`config.mk`:
```
export PLATFORM = sky130hd
export DESIGN_NAME = lsu_mem_port
export DESIGN_NICKNAME = d
export VERILOG_FILES = /design/src/rtl/lsu_mem_port.sv
export SDC_FILE = /design/constraint.sdc
export NUM_CORES = 1
export LEC_CHECK = 0
export CAP_MARGIN = 20
export CELL_PAD_IN_SITES_DETAIL_PLACEMENT = 0
export CELL_PAD_IN_SITES_GLOBAL_PLACEMENT = 1
export CORE_ASPECT_RATIO = 0.75
export CORE_MARGIN = 2
export CORE_UTILIZATION = 37
export CTS_CLUSTER_DIAMETER = 50
export DETAILED_ROUTE_END_ITERATION = 8
export PLACE_DENSITY = 0.87
export SETUP_SLACK_MARGIN = 0.15
export SYNTH_ARGS = -nofsm -noshare
export SYNTH_HDL_FRONTEND = slang
export SYNTH_SLANG_ARGS = --single-unit
export TNS_END_PERCENT = 20
```
`constraint.sdc`:
```
create_clock -name clk -period 9.25 [get_ports clk]
set_input_delay 1.85 -clock clk [delete_from_list [all_inputs] [get_ports clk]]
set_output_delay 1.85 -clock clk [all_outputs]
set_load 0.03 [all_outputs]
```
`src/rtl/lsu_mem_port.sv`:
```
// rtl/lsu_mem_port.sv - load/store unit port to a single-word synchronous memory
//
// Purpose: accepts one core load/store at a time and turns it into memory read
// and/or write strobes. Byte and half stores use read-modify-write. Loads are
// sign- or zero-extended.
//
// Optional feature: define LSU_MISALIGN_TRAP_EN to answer misaligned requests
// with resp_err=1 and no memory access. Without it, the low address bits are
// ignored for the access size and resp_err is always 0.
//
// Ports:
//   clk, rst                       clock, asynchronous active-high reset
//   req_valid/req_ready            request handshake (ready only while idle)
//   req_we, req_size, req_unsigned store flag, 00 byte/01 half/1x word, zero-extend
//   req_addr, req_wdata            byte address, right-aligned store data
//   resp_valid, resp_rdata, resp_err   one-cycle completion, load result, misalign flag
//   mem_r_enable, mem_w_enable     registered memory strobes
//   mem_addr, mem_wdata, mem_rdata word index, write word, read word
module lsu_mem_port (
    input  logic        clk,
    input  logic        rst,
    input  logic        req_valid,
    output logic        req_ready,
    input  logic        req_we,
    input  logic [1:0]  req_size,
    input  logic        req_unsigned,
    input  logic [31:0] req_addr,
    input  logic [31:0] req_wdata,
    output logic        resp_valid,
    output logic [31:0] resp_rdata,
    output logic        resp_err,
    output logic        mem_w_enable,
    output logic        mem_r_enable,
    output logic [31:0] mem_addr,
    output logic [31:0] mem_wdata,
    input  logic [31:0] mem_rdata
);

    typedef enum logic [2:0] {IDLE, READ, WAIT, WRITE, RESP} state_t;

    state_t      state;
    state_t      state_next;

    logic        accept;
    logic        trap;
    logic [1:0]  lane_in;

    logic        we_q;
    logic [1:0]  size_q;     // normalised: 00 byte, 01 half, 10 word
    logic        uns_q;
    logic [1:0]  lane_q;     // byte offset of the accessed lane inside the word
    logic [15:0] wdata_q;    // only the low half is ever merged

    logic [4:0]  shift;
    logic [31:0] lane_mask;
    logic [31:0] lane_data;
    logic [31:0] merged;
    logic [31:0] load_ext;

    assign req_ready  = (state == IDLE) && !rst;
    assign accept     = req_valid && req_ready;
    assign resp_valid = (state == RESP);

`ifdef LSU_MISALIGN_TRAP_EN
    logic err_q;
    assign trap     = (req_size == 2'b01 && req_addr[0]) ||
                      (req_size[1] && req_addr[1:0] != 2'b00);
    assign resp_err = err_q;
`else
    assign trap     = 1'b0;
    assign resp_err = 1'b0;
`endif

    // Lane offset with the bits below the access size dropped (align down).
    always_comb begin
        lane_in = 2'b00;
        case (req_size)
            2'b00:   lane_in = req_addr[1:0];
            2'b01:   lane_in = {req_addr[1], 1'b0};
            default: lane_in = 2'b00;
        endcase
    end

    always_comb begin
        shift     = {lane_q, 3'b000};
        lane_mask = (size_q == 2'b00) ? (32'h0000_00FF << shift) : (32'h0000_FFFF << shift);
        lane_data = {16'h0000, wdata_q} << shift;
        merged    = (mem_rdata & ~lane_mask) | (lane_data & lane_mask);
        load_ext  = mem_rdata;
        case (size_q)
            2'b00:   load_ext = {{24{~uns_q & mem_rdata[shift + 5'd7]}}, mem_rdata[shift +: 8]};
            2'b01:   load_ext = {{16{~uns_q & mem_rdata[shift + 5'd15]}}, mem_rdata[shift +: 16]};
            default: load_ext = mem_rdata;
        endcase
    end

    always_ff @(posedge clk or posedge rst) begin
        if (rst) state <= IDLE;
        else     state <= state_next;
    end

    always_comb begin
        state_next = state;
        case (state)
            IDLE: begin
                if (accept) begin
                    if (trap)                      state_next = RESP;
                    else if (req_we && req_size[1]) state_next = WRITE;
                    else                           state_next = READ;
                end
            end
            READ:    state_next = WAIT;
            // Memory data is on mem_rdata during WAIT; stores go on to merge and write.
            WAIT:    state_next = we_q ? WRITE : RESP;
            WRITE:   state_next = RESP;
            RESP:    state_next = IDLE;
            default: state_next = IDLE;
        endcase
    end

    always_ff @(posedge clk or posedge rst) begin
        if (rst) begin
            mem_r_enable <= 1'b0;
            mem_w_enable <= 1'b0;
            mem_addr     <= 32'h0;
            mem_wdata    <= 32'h0;
            resp_rdata   <= 32'h0;
            we_q         <= 1'b0;
            size_q       <= 2'b00;
            uns_q        <= 1'b0;
            lane_q       <= 2'b00;
            wdata_q      <= 16'h0;
`ifdef LSU_MISALIGN_TRAP_EN
            err_q        <= 1'b0;
`endif
        end else begin
            // READ and WRITE each last exactly one cycle, so the strobes follow the state.
            mem_r_enable <= (state_next == READ);
            mem_w_enable <= (state_next == WRITE);
            if (accept) begin
                we_q       <= req_we;
                size_q     <= req_size[1] ? 2'b10 : req_size;
                uns_q      <= req_unsigned;
                lane_q     <= lane_in;
                wdata_q    <= req_wdata[15:0];
                mem_addr   <= {2'b00, req_addr[31:2]};
                resp_rdata <= 32'h0;
                if (req_we) mem_wdata <= req_wdata;
`ifdef LSU_MISALIGN_TRAP_EN
                err_q      <= trap;
`endif
            end
            if (state == WAIT) begin
                if (we_q) mem_wdata  <= merged;
                else      resp_rdata <= load_ext;
            end
        end
    end

endmodule

```
==> reports/results.tsv, run 1 <==
stage	metric	value	unit
clocking	Clock Tree Buf Depth	2	
finish	Core Util, Final	55.0	%
clocking	Setup Fix Bufs, Post-CTS	0	
sta	Max Slew Vio Count	0	
floorplanning	Die Area	17300	sq um
sta	Slew @ Worst Pin	0.873	ns
floorplanning	Die Width	151	microns
route	Iter 0 DRT Violations	369	
sta	setup TNS	0	ns
place	dpl hpwl	14200	microns
grt	GRT Overall Usage	23.5	%
synthesis	post-synthesis sequential area ratio	50.3	%
synthesis	post-synthesis register bit count	121	
worst_setup_path	Worst Setup End Kind	output port	
worst_setup_path	R2R depth	7	
finish	Final Non-Filler Cells	978	
pwr	power share of the clock group	21.0	%
route	Via density	5.47	
finish	Total Nets Final	861	
worst_setup_path	Worst EP arrival	3.26	ns
run	max_cap viols	0	
clocking	Root Buffer	clkbuf_16	
pwr	switching share of power	41.4	%
synthesis	Yosys cell types	44	
floorplanning	num rows	40	
route	Routed WL	19700	microns
pwr	Comb pwr share	49.8	%
pwr	Static Leakage	3.58	nW
worst_setup_path	Setup CP Type	input port to output port	
clocking	clk_lat worst skew	0.42	ns
grt	global-route wire length before repair	30700	microns
finish	register area	3030	sq um
pwr	sequential share of power	29.2	%
place	PortBufs	200	
synthesis	synthesized instance count	575	
sta	final hold viol count	0	
worst_hold_path	hold crit path type	flip-flop to flip-flop	
grt	vias in the first global route	5414	
sta	setup violators final	0	
worst_setup_path	CP startpoint kind	input port	
finish	Multi-input gate area	2750	sq um
clocking	# hold bufs at CTS	0	
clocking	Worst-path clk slew	0.06	ns
sta	minimum clock period	5.11	ns
clocking	CTS tree	built	
place	routability cong.	0.863	
route	# DRC	0	
worst_setup_path	Data required, critical path	7.40	ns
floorplanning	die height	114	microns
place	placed cell count	946	
worst_hold_path	Hold Crit Depth	2	
synthesis	Mapped Area	6020	sq um
floorplanning	Initial Utilization	37.7	%
route	WL per Instance	20.1	microns
pwr	Pwr Density	375	nW/um^2
floorplanning	Ports	204	
clocking	clock sink total	121	
run_status	status	completed	
synthesis	Synthesis Warnings	0	
clocking	CTS resizes	0	
clocking	CTS buffer count	17	
route	Final ANT Viol Nets	0	
finish	Layout fillers	1373	
pwr	NetSw	1.36	mW
pwr	peak supply drop	221	uV
finish	ANT cells	0	
finish	layout cells sized above 1	13.5	%
sta	unrepaired setup endpoints after global routing	no	
grt	antenna violations before repair	0	
sta	Final Cycle Share	55.3	%
synthesis	average cell area after synthesis	10.5	sq um
sta	Achievable Freq	0.196	GHz
clocking	H-tree Lvls	4	
grt	largest net degree at the start of global routing	68	
sta	Slew headroom	41.6	%
sta	Clock Skew	0.00962	ns
grt	remaining global-route overflow	0	
floorplanning	CORE AREA	16000	sq um
pwr	Int Pwr	1.93	mW
route	DR pass1 iterations	5	
finish	Area growth syn-to-layout	45.7	%
route	Via Count	5346	
worst_setup_path	Max FO, Critical Path	3	
[layer usage]
metal	track usage, %	up-vias	wire length [microns]
met5	0	-	0
met4	9.03	0	422
met3	8.41	32	2120
met2	34.7	269	8660
met1	31.7	2584	8450
li1	-	2461	-
[kinds of logic (layout without fill, tap and decap cells)]
logic type      after synthesis  count (layout)  share of synthesized area, %
compound gates              145             145                          16.3
fa+ha+maj                     1               1                         0.208
buf+inv                      55             246                          4.32
flops                       121             121                          50.3
mux                          76              76                          14.3
other cells                   1               3                        0.0623
simple gates                176             176                          14.5
[registers in the layout, indices dropped and copies added, names as in the netlist, 2 cells and up]
name        flops
lane_q          2
mem_addr       30
mem_wdata      32
resp_rdata     32
size_q          2
state           3
wdata_q        16
[area by class of cell]
| type | instances | area share [%] |
|---|---|---|
| well taps | 210 | 2.99 |
| clock inverters | 7 | 1.31 |
| flip-flops and latches | 121 | 34.5 |
| clock buffers | 23 | 5.67 |
| inverters | 4 | 0.200 |
| multi-input cells | 401 | 31.3 |
| repair buffers | 212 | 24.0 |
[critical path, cell delays in order]
cell	delay [ns]
clkdlybuf4s50_1	0.50
nor4_1	0.20
clkdlybuf4s50_1	0.72
[power by group through the flow]
stage	sequential [mW]	combinational, mW	clock, mW
floorplan	1.27	0.697	0
global placement	0.947	1.61	0
detailed placement	0.965	1.63	0
CTS	0.961	1.64	0.703
global route	0.995	1.76	0.727
finish	0.962	1.64	0.691
[per-stage QoR]
| step | cell area, sq um | worst slack (ns) | power (mW) | hold slack (ns) |
|---|---|---|---|---|
| 2_1_floorplan | 6030 | 4.19 | 1.97 | 0.498 |
| 3_3_place_gp | 8130 | 4.14 | 2.55 | 0.466 |
| 3_5_place_dp | 8130 | 4.11 | 2.60 | 0.485 |
| 4_1_cts | 8750 | 4.13 | 3.30 | 0.497 |
| 5_1_grt | 8780 | 4.07 | 3.49 | 0.519 |
| 6_report | 8780 | 4.14 | 3.29 | 0.494 |
[cell usage after synthesis, drive strengths merged]
master / count / area share [%]
ha: 1 / 0.21
inv: 3 / 0.19
and3: 1 / 0.10
nor3b: 9 / 1.2
nor2b: 19 / 2.0
clkinv: 1 / 0.062
conb: 1 / 0.062
a21oi: 31 / 2.6
nor4: 2 / 0.31
mux2: 51 / 9.5
o211ai: 15 / 1.9
mux4: 2 / 0.75
a311oi: 2 / 0.29
a31oi: 17 / 1.8
mux2i: 23 / 4.0
o21bai: 1 / 0.12
nand3b: 7 / 0.87
a311o: 8 / 1.3
dfrtp: 121 / 50
o31ai: 2 / 0.33
o2bb2ai: 7 / 1.0
a211oi: 8 / 1.0
nand3: 32 / 2.7
o21ba: 1 / 0.17
nand2: 77 / 4.8
nor4b: 1 / 0.39
buf: 31 / 2.8
nor3: 10 / 0.91
a221o: 16 / 2.7
clkbuf: 20 / 1.2
o21ai: 35 / 2.9
o41ai: 1 / 0.15
a21o: 1 / 0.12
nand2b: 4 / 0.42
nor2: 14 / 0.87
[path summary, 6_finish.rpt]
kind                          startpoint             end  slack (ns)
max                                  rst       req_ready        4.14
min                        resp_rdata[9]   resp_rdata[9]        0.49
max reg2reg                    lane_q[0]  resp_rdata[24]        6.35
min reg2reg                resp_rdata[9]   resp_rdata[9]        0.49
min in group asynchronous            rst    mem_addr[25]        2.00
max in group asynchronous            rst   mem_wdata[25]        5.98
[placed cells by master (no fill, tap or decap), drive strengths merged, types with 3 or more instances in the layout]
master | Yosys | layout
o21ai | 35 | 35
a211oi | 8 | 8
mux2 | 51 | 51
inv | 3 | 3
nor2 | 14 | 14
o2bb2ai | 7 | 7
nand3 | 32 | 32
nand2 | 77 | 77
nor2b | 19 | 19
clkdlybuf4s50 | 0 | 200
dfrtp | 121 | 121
nor3b | 9 | 9
nor3 | 10 | 10
bufinv | 0 | 3
a31oi | 17 | 17
a221o | 16 | 16
nand2b | 4 | 4
conb | 1 | 3
a311o | 8 | 8
clkbuf | 20 | 24
clkinv | 1 | 3
a21oi | 31 | 31
o211ai | 15 | 15
buf | 31 | 11
mux2i | 23 | 23
nand3b | 7 | 7
(Power assumes the default switching activity.)
==> run 2: changes to the inputs <==
--- a/config.mk
+++ b/config.mk
@@ -10,10 +10,10 @@
 export CELL_PAD_IN_SITES_GLOBAL_PLACEMENT = 1
 export CORE_ASPECT_RATIO = 0.75
 export CORE_MARGIN = 2
-export CORE_UTILIZATION = 37
+export CORE_UTILIZATION = 35
 export CTS_CLUSTER_DIAMETER = 50
 export DETAILED_ROUTE_END_ITERATION = 8
-export PLACE_DENSITY = 0.87
+export PLACE_DENSITY = 0.83
 export SETUP_SLACK_MARGIN = 0.15
 export SYNTH_ARGS = -nofsm -noshare
 export SYNTH_HDL_FRONTEND = slang
==> constraint.sdc (replaced) <==
create_clock -name clk -period 5.3 [get_ports clk]
set_input_delay 1.06 -clock clk [delete_from_list [all_inputs] [get_ports clk]]
set_output_delay 1.06 -clock clk [all_outputs]
set_load 0.03 [all_outputs]
==> reports/results.tsv, run 2 (same netlist as run 1, synthesis figures left out) <==
stage	metric	value	unit
run_status	status	completed	
pwr	power share of the clock group	20.0	%
route	Final ANT Viol Nets	0	
grt	largest net degree at the start of global routing	65	
floorplanning	Die Width	155	microns
worst_setup_path	CP startpoint kind	input port	
clocking	Setup Fix Bufs, Post-CTS	0	
pwr	NetSw	2.37	mW
pwr	switching share of power	41.8	%
worst_hold_path	hold crit path type	flip-flop to flip-flop	
finish	layout cells sized above 1	13.4	%
run	max_cap viols	0	
worst_setup_path	Max FO, Critical Path	3	
finish	register area	3030	sq um
place	Setup WS pre-CTS	1.69	ns
finish	most common cell after layout, fill and taps aside	clkdlybuf4s50_1	
route	Iter 0 DRT Violations	353	
route	Via Count	5392	
clocking	Root Buffer	clkbuf_16	
place	dpl hpwl	14500	microns
route	Routed WL	19700	microns
clocking	clock sink total	121	
pwr	Comb pwr share	50.5	%
sta	Clock Skew	0.00877	ns
floorplanning	CORE AREA	16800	sq um
clocking	clk_lat worst skew	0.42	ns
place	placed cell count	952	
floorplanning	Die Area	18300	sq um
sta	Max Slew Vio Count	0	
grt	GRT Overall Usage	22.0	%
grt	remaining global-route overflow	0	
clocking	CTS tree	built	
pwr	sequential share of power	29.4	%
route	Via density	5.48	
sta	Slew @ Worst Pin	1.00	ns
pwr	peak supply drop	336	uV
sta	Final Cycle Share	68.2	%
clocking	# hold bufs at CTS	0	
finish	Total Nets Final	861	
sta	final hold viol count	0	
worst_setup_path	critical path's largest stage delay	0.73	ns
worst_setup_path	Worst EP arrival	2.56	ns
floorplanning	num rows	41	
finish	Multi-input gate area	2750	sq um
sta	unrepaired setup endpoints after global routing	no	
sta	minimum clock period	3.62	ns
pwr	Int Pwr	3.30	mW
route	DR pass1 iterations	5	
sta	Achievable Freq	0.277	GHz
place	routability cong.	0.862	
clocking	CTS buffer count	17	
finish	Final Non-Filler Cells	984	
grt	antenna violations before repair	0	
grt	vias in the first global route	5383	
grt	global-route wire length before repair	30800	microns
sta	Slew headroom	32.9	%
worst_setup_path	Setup CP Type	input port to output port	
pwr	Static Leakage	3.56	nW
clocking	CTS resizes	0	
worst_setup_path	Data required, critical path	4.24	ns
finish	Largest regs	mem_wdata x32, resp_rdata x32, mem_addr x30	
sta	final worst slack	1.68	ns
sta	setup TNS	0	ns
pwr	Pwr Density	648	nW/um^2
route	# DRC	0	
finish	ANT cells	0	
floorplanning	Ports	204	
sta	setup violators final	0	
floorplanning	die height	118	microns
route	WL per Instance	20.0	microns
worst_setup_path	Top cell by count, worst path	clkdlybuf4s50_1	
place	PortBufs	200	
worst_setup_path	worst-path cell chain	clkdlybuf4s50_1 -> nor4_1 -> clkdlybuf4s50_1	
finish	Layout fillers	1502	
worst_setup_path	slowest CP cell	clkdlybuf4s50_1	
finish	Area growth syn-to-layout	45.2	%
clocking	Clock Tree Buf Depth	2	
clocking	Worst-path clk slew	0.05	ns
worst_setup_path	R2R setup slack	2.92	ns
clocking	H-tree Lvls	4	
finish	most frequent cells in the layout	clkdlybuf4s50_1 (200), dfrtp_1 (121), nand2_1 (76)	
floorplanning	Initial Utilization	35.8	%
worst_setup_path	Worst Setup End Kind	output port	
run 2: path summary, 6_finish.rpt:
check	from	endpoint	cells after the start
worst max register to register	lane_q[0]	resp_rdata[31]	6
min in group asynchronous	rst	mem_addr[29]	2
worst min register to register	resp_rdata[14]	resp_rdata[14]	2
max in group asynchronous	rst	mem_wdata[25]	3
worst max-delay path	rst	req_ready	3
worst min-delay path	resp_rdata[14]	resp_rdata[14]	2
run 2: power groups by stage:
stage          Clock, mW  Combinational (mW)  Sequential (mW)
6_report            1.14                2.86             1.67
3_5_place_dp           0                2.85             1.67
5_1_grt             1.20                3.07             1.72
2_1_floorplan          0                1.22             2.22
4_1_cts             1.15                2.87             1.67
3_3_place_gp           0                2.81             1.65
run 2: worst max-delay path: cells and delay by family:
family	cells	cell delay, ns
buffers and inverters	2	1.23
AND/OR/NAND/NOR	1	0.26
run 2: layout make-up:
cell class	instances	area share, %
Clock inverter	8	1.09
Timing Repair Buffer	212	24.1
Inverter	4	0.200
Sequential cell	121	34.6
Multi-Input combinational cell	401	31.4
Tap cell	215	3.08
Clock buffer	23	5.47
run 2: routing by layer:
layer	vias up	global-route usage [%]	routed length, microns
li1	2463	-	-
met1	2640	30.7	8960
met2	258	30.9	8310
met3	31	9.02	2010
met4	0	7.45	434
met5	-	0	0
run 2: per-stage QoR:
step           total power, mW  hold slack, ns  instance area, sq um  util (%)
5_1_grt                   5.99           0.521                  8740      52.0
4_1_cts                   5.69           0.505                  8720      51.8
3_5_place_dp              4.52           0.481                  8150      48.4
3_3_place_gp              4.46           0.473                  8150      48.4
2_1_floorplan             3.43           0.498                  6030         -
6_report                  5.67           0.501                  8740      52.0
==> run 3: changes to the inputs <==
--- a/config.mk
+++ b/config.mk
@@ -10,10 +10,10 @@
 export CELL_PAD_IN_SITES_GLOBAL_PLACEMENT = 1
 export CORE_ASPECT_RATIO = 0.75
 export CORE_MARGIN = 2
-export CORE_UTILIZATION = 35
+export CORE_UTILIZATION = 31
 export CTS_CLUSTER_DIAMETER = 50
 export DETAILED_ROUTE_END_ITERATION = 8
-export PLACE_DENSITY = 0.83
+export PLACE_DENSITY = 0.78
 export SETUP_SLACK_MARGIN = 0.15
 export SYNTH_ARGS = -nofsm -noshare
 export SYNTH_HDL_FRONTEND = slang
==> constraint.sdc (replaced) <==
create_clock -name clk -period 3 [get_ports clk]
set_input_delay 0.6 -clock clk [delete_from_list [all_inputs] [get_ports clk]]
set_output_delay 0.6 -clock clk [all_outputs]
set_load 0.03 [all_outputs]
==> reports/results.tsv, run 3 (same netlist as run 1, synthesis figures left out) <==
stage	metric	value	unit
grt	remaining global-route overflow	0	
route	WL per Instance	19.5	microns
route	Via Count	5276	
clocking	CTS tree	built	
clocking	Setup Fix Bufs, Post-CTS	0	
floorplanning	Die Area	20600	sq um
sta	Clock Skew	0.00713	ns
worst_setup_path	R2R setup slack	0.66	ns
run	max_cap viols	0	
grt	global-route wire length before repair	31300	microns
finish	Area growth syn-to-layout	47.6	%
grt	antenna violations before repair	1	
worst_hold_path	hold crit path type	flip-flop to flip-flop	
clocking	# hold bufs at CTS	0	
run_status	status	completed	
worst_setup_path	Worst EP arrival	1.86	ns
sta	Slew headroom	42.8	%
route	Iter 0 DRT Violations	372	
finish	Total Nets Final	867	
floorplanning	die height	125	microns
grt	vias in the first global route	5385	
sta	final hold viol count	0	
pwr	Static Leakage	3.61	nW
clocking	CTS resizes	0	
finish	Largest regs	mem_wdata x32, resp_rdata x32, mem_addr x30	
worst_setup_path	crit path to	resp_valid	
finish	layout cells sized above 1	14.3	%
clocking	clk_lat worst skew	0.42	ns
clocking	H-tree Lvls	4	
sta	minimum clock period	2.46	ns
place	PortBufs	200	
place	Setup WS pre-CTS	0.338	ns
worst_setup_path	Max FO, Critical Path	8	
grt	largest net degree at the start of global routing	98	
floorplanning	num rows	44	
sta	Final Cycle Share	81.9	%
clocking	Worst-path clk slew	0.05	ns
route	Via density	5.13	
place	dpl hpwl	14800	microns
worst_setup_path	Worst Setup End Kind	output port	
floorplanning	CORE AREA	19200	sq um
worst_setup_path	worst r2r src	lane_q[0]	
worst_setup_path	CP startpoint kind	flip-flop	
finish	most frequent cells in the layout	clkdlybuf4s50_1 (199), dfrtp_1 (121), nand2_1 (76)	
route	# DRC	0	
grt	GRT Overall Usage	20.1	%
worst_hold_path	hold_sp	resp_rdata[8]	
sta	final worst slack	0.544	ns
floorplanning	Die Width	165	microns
worst_setup_path	Setup CP Type	flip-flop to output port	
pwr	peak supply drop	575	uV
floorplanning	Ports	204	
sta	Max Slew Vio Count	0	
route	Routed WL	20100	microns
route	DR pass1 iterations	5	
clocking	CTS buffer count	17	
finish	Layout fillers	1840	
worst_setup_path	Crit. Startpoint	state[1]	
pwr	Pwr Density	1140	nW/um^2
place	routability cong.	0.803	
sta	setup TNS	0	ns
worst_setup_path	Data required, critical path	2.40	ns
finish	most common cell after layout, fill and taps aside	clkdlybuf4s50_1	
clocking	clock sink total	121	
sta	unrepaired setup endpoints after global routing	no	
clocking	Root Buffer	clkbuf_16	
clocking	Clock Tree Buf Depth	2	
sta	setup violators final	0	
finish	register area	3030	sq um
worst_setup_path	R2R depth	6	
sta	Achievable Freq	0.407	GHz
worst_setup_path	R2R Path End	resp_rdata[18]	
sta	Slew @ Worst Pin	0.854	ns
floorplanning	Initial Utilization	31.3	%
finish	Multi-input gate area	2750	sq um
route	Final ANT Viol Nets	0	
==> run 3: cell types whose count changed in the layout (fill, tap and decap cells not counted) <==
cell and delta:
diode_2 +1, clkbuf_8 +2, clkinvlp_4 +1, inv_4 -1, clkinv_2 -1, buf_12 +4
clkdlybuf4s50_1 -1, clkbuf_16 -1, buf_4 +4, clkbuf_1 -1
==> run 3: through the flow <==
step | utilization [%] | area (sq um) | total power [mW] | hold slack, ns | instances
detailed placement | 43.2 | 8300 | 8.10 | 0.474 | 997
CTS | 46.3 | 8890 | 10.2 | 0.487 | 1028
floorplan | - | 6030 | 6.06 | 0.498 | 577
finish | 46.3 | 8890 | 10.1 | 0.483 | 1029
global placement | 43.2 | 8300 | 8.05 | 0.471 | 997
global route | 46.3 | 8890 | 10.8 | 0.504 | 1028
==> run 3: how the worst min path moves through the flow <==
stage               depth (start not counted)        endpoint
finish                                      2   resp_rdata[8]
global route                                2  resp_rdata[10]
CTS                                         2   resp_rdata[8]
detailed placement                          2   resp_rdata[8]
global placement                            2   resp_rdata[9]
floorplan                                   1     wdata_q[15]
==> run 3: worst max-delay path, cell delays in order, from the launching register on <==
cell and delay, ns:
dfrtp_1 0.48, nor3b_1 0.25, clkdlybuf4s50_1 0.71
==> run 3: layout make-up <==
cell class	instances	area share [%]
timing repair buffer	218	24.6
clock buffer	24	5.64
tap	253	3.56
multi-input combinational	401	30.9
antenna	1	0.0281
sequential	121	34.1
clock inverter	7	1.01
inverter	4	0.211
==> run 3: per-layer routing <==
layer	vias up	global-route usage [%]	part of all wire, %	wire [microns]
met4	0	3.89	0.89	178
li1	2466	-	-	-
met5	-	0	0	0
met2	200	28.8	42	8470
met1	2594	28.9	47	9530
met3	16	7.93	9.5	1920
==> run 3: report_power, final <==
part           leakage (nW)  internal [mW]  total (mW)  switching (mW)
logic                  1.82           2.21        5.13            2.92
clock network         0.288           1.32        2.06           0.738
registers              1.50           2.38        2.95           0.574
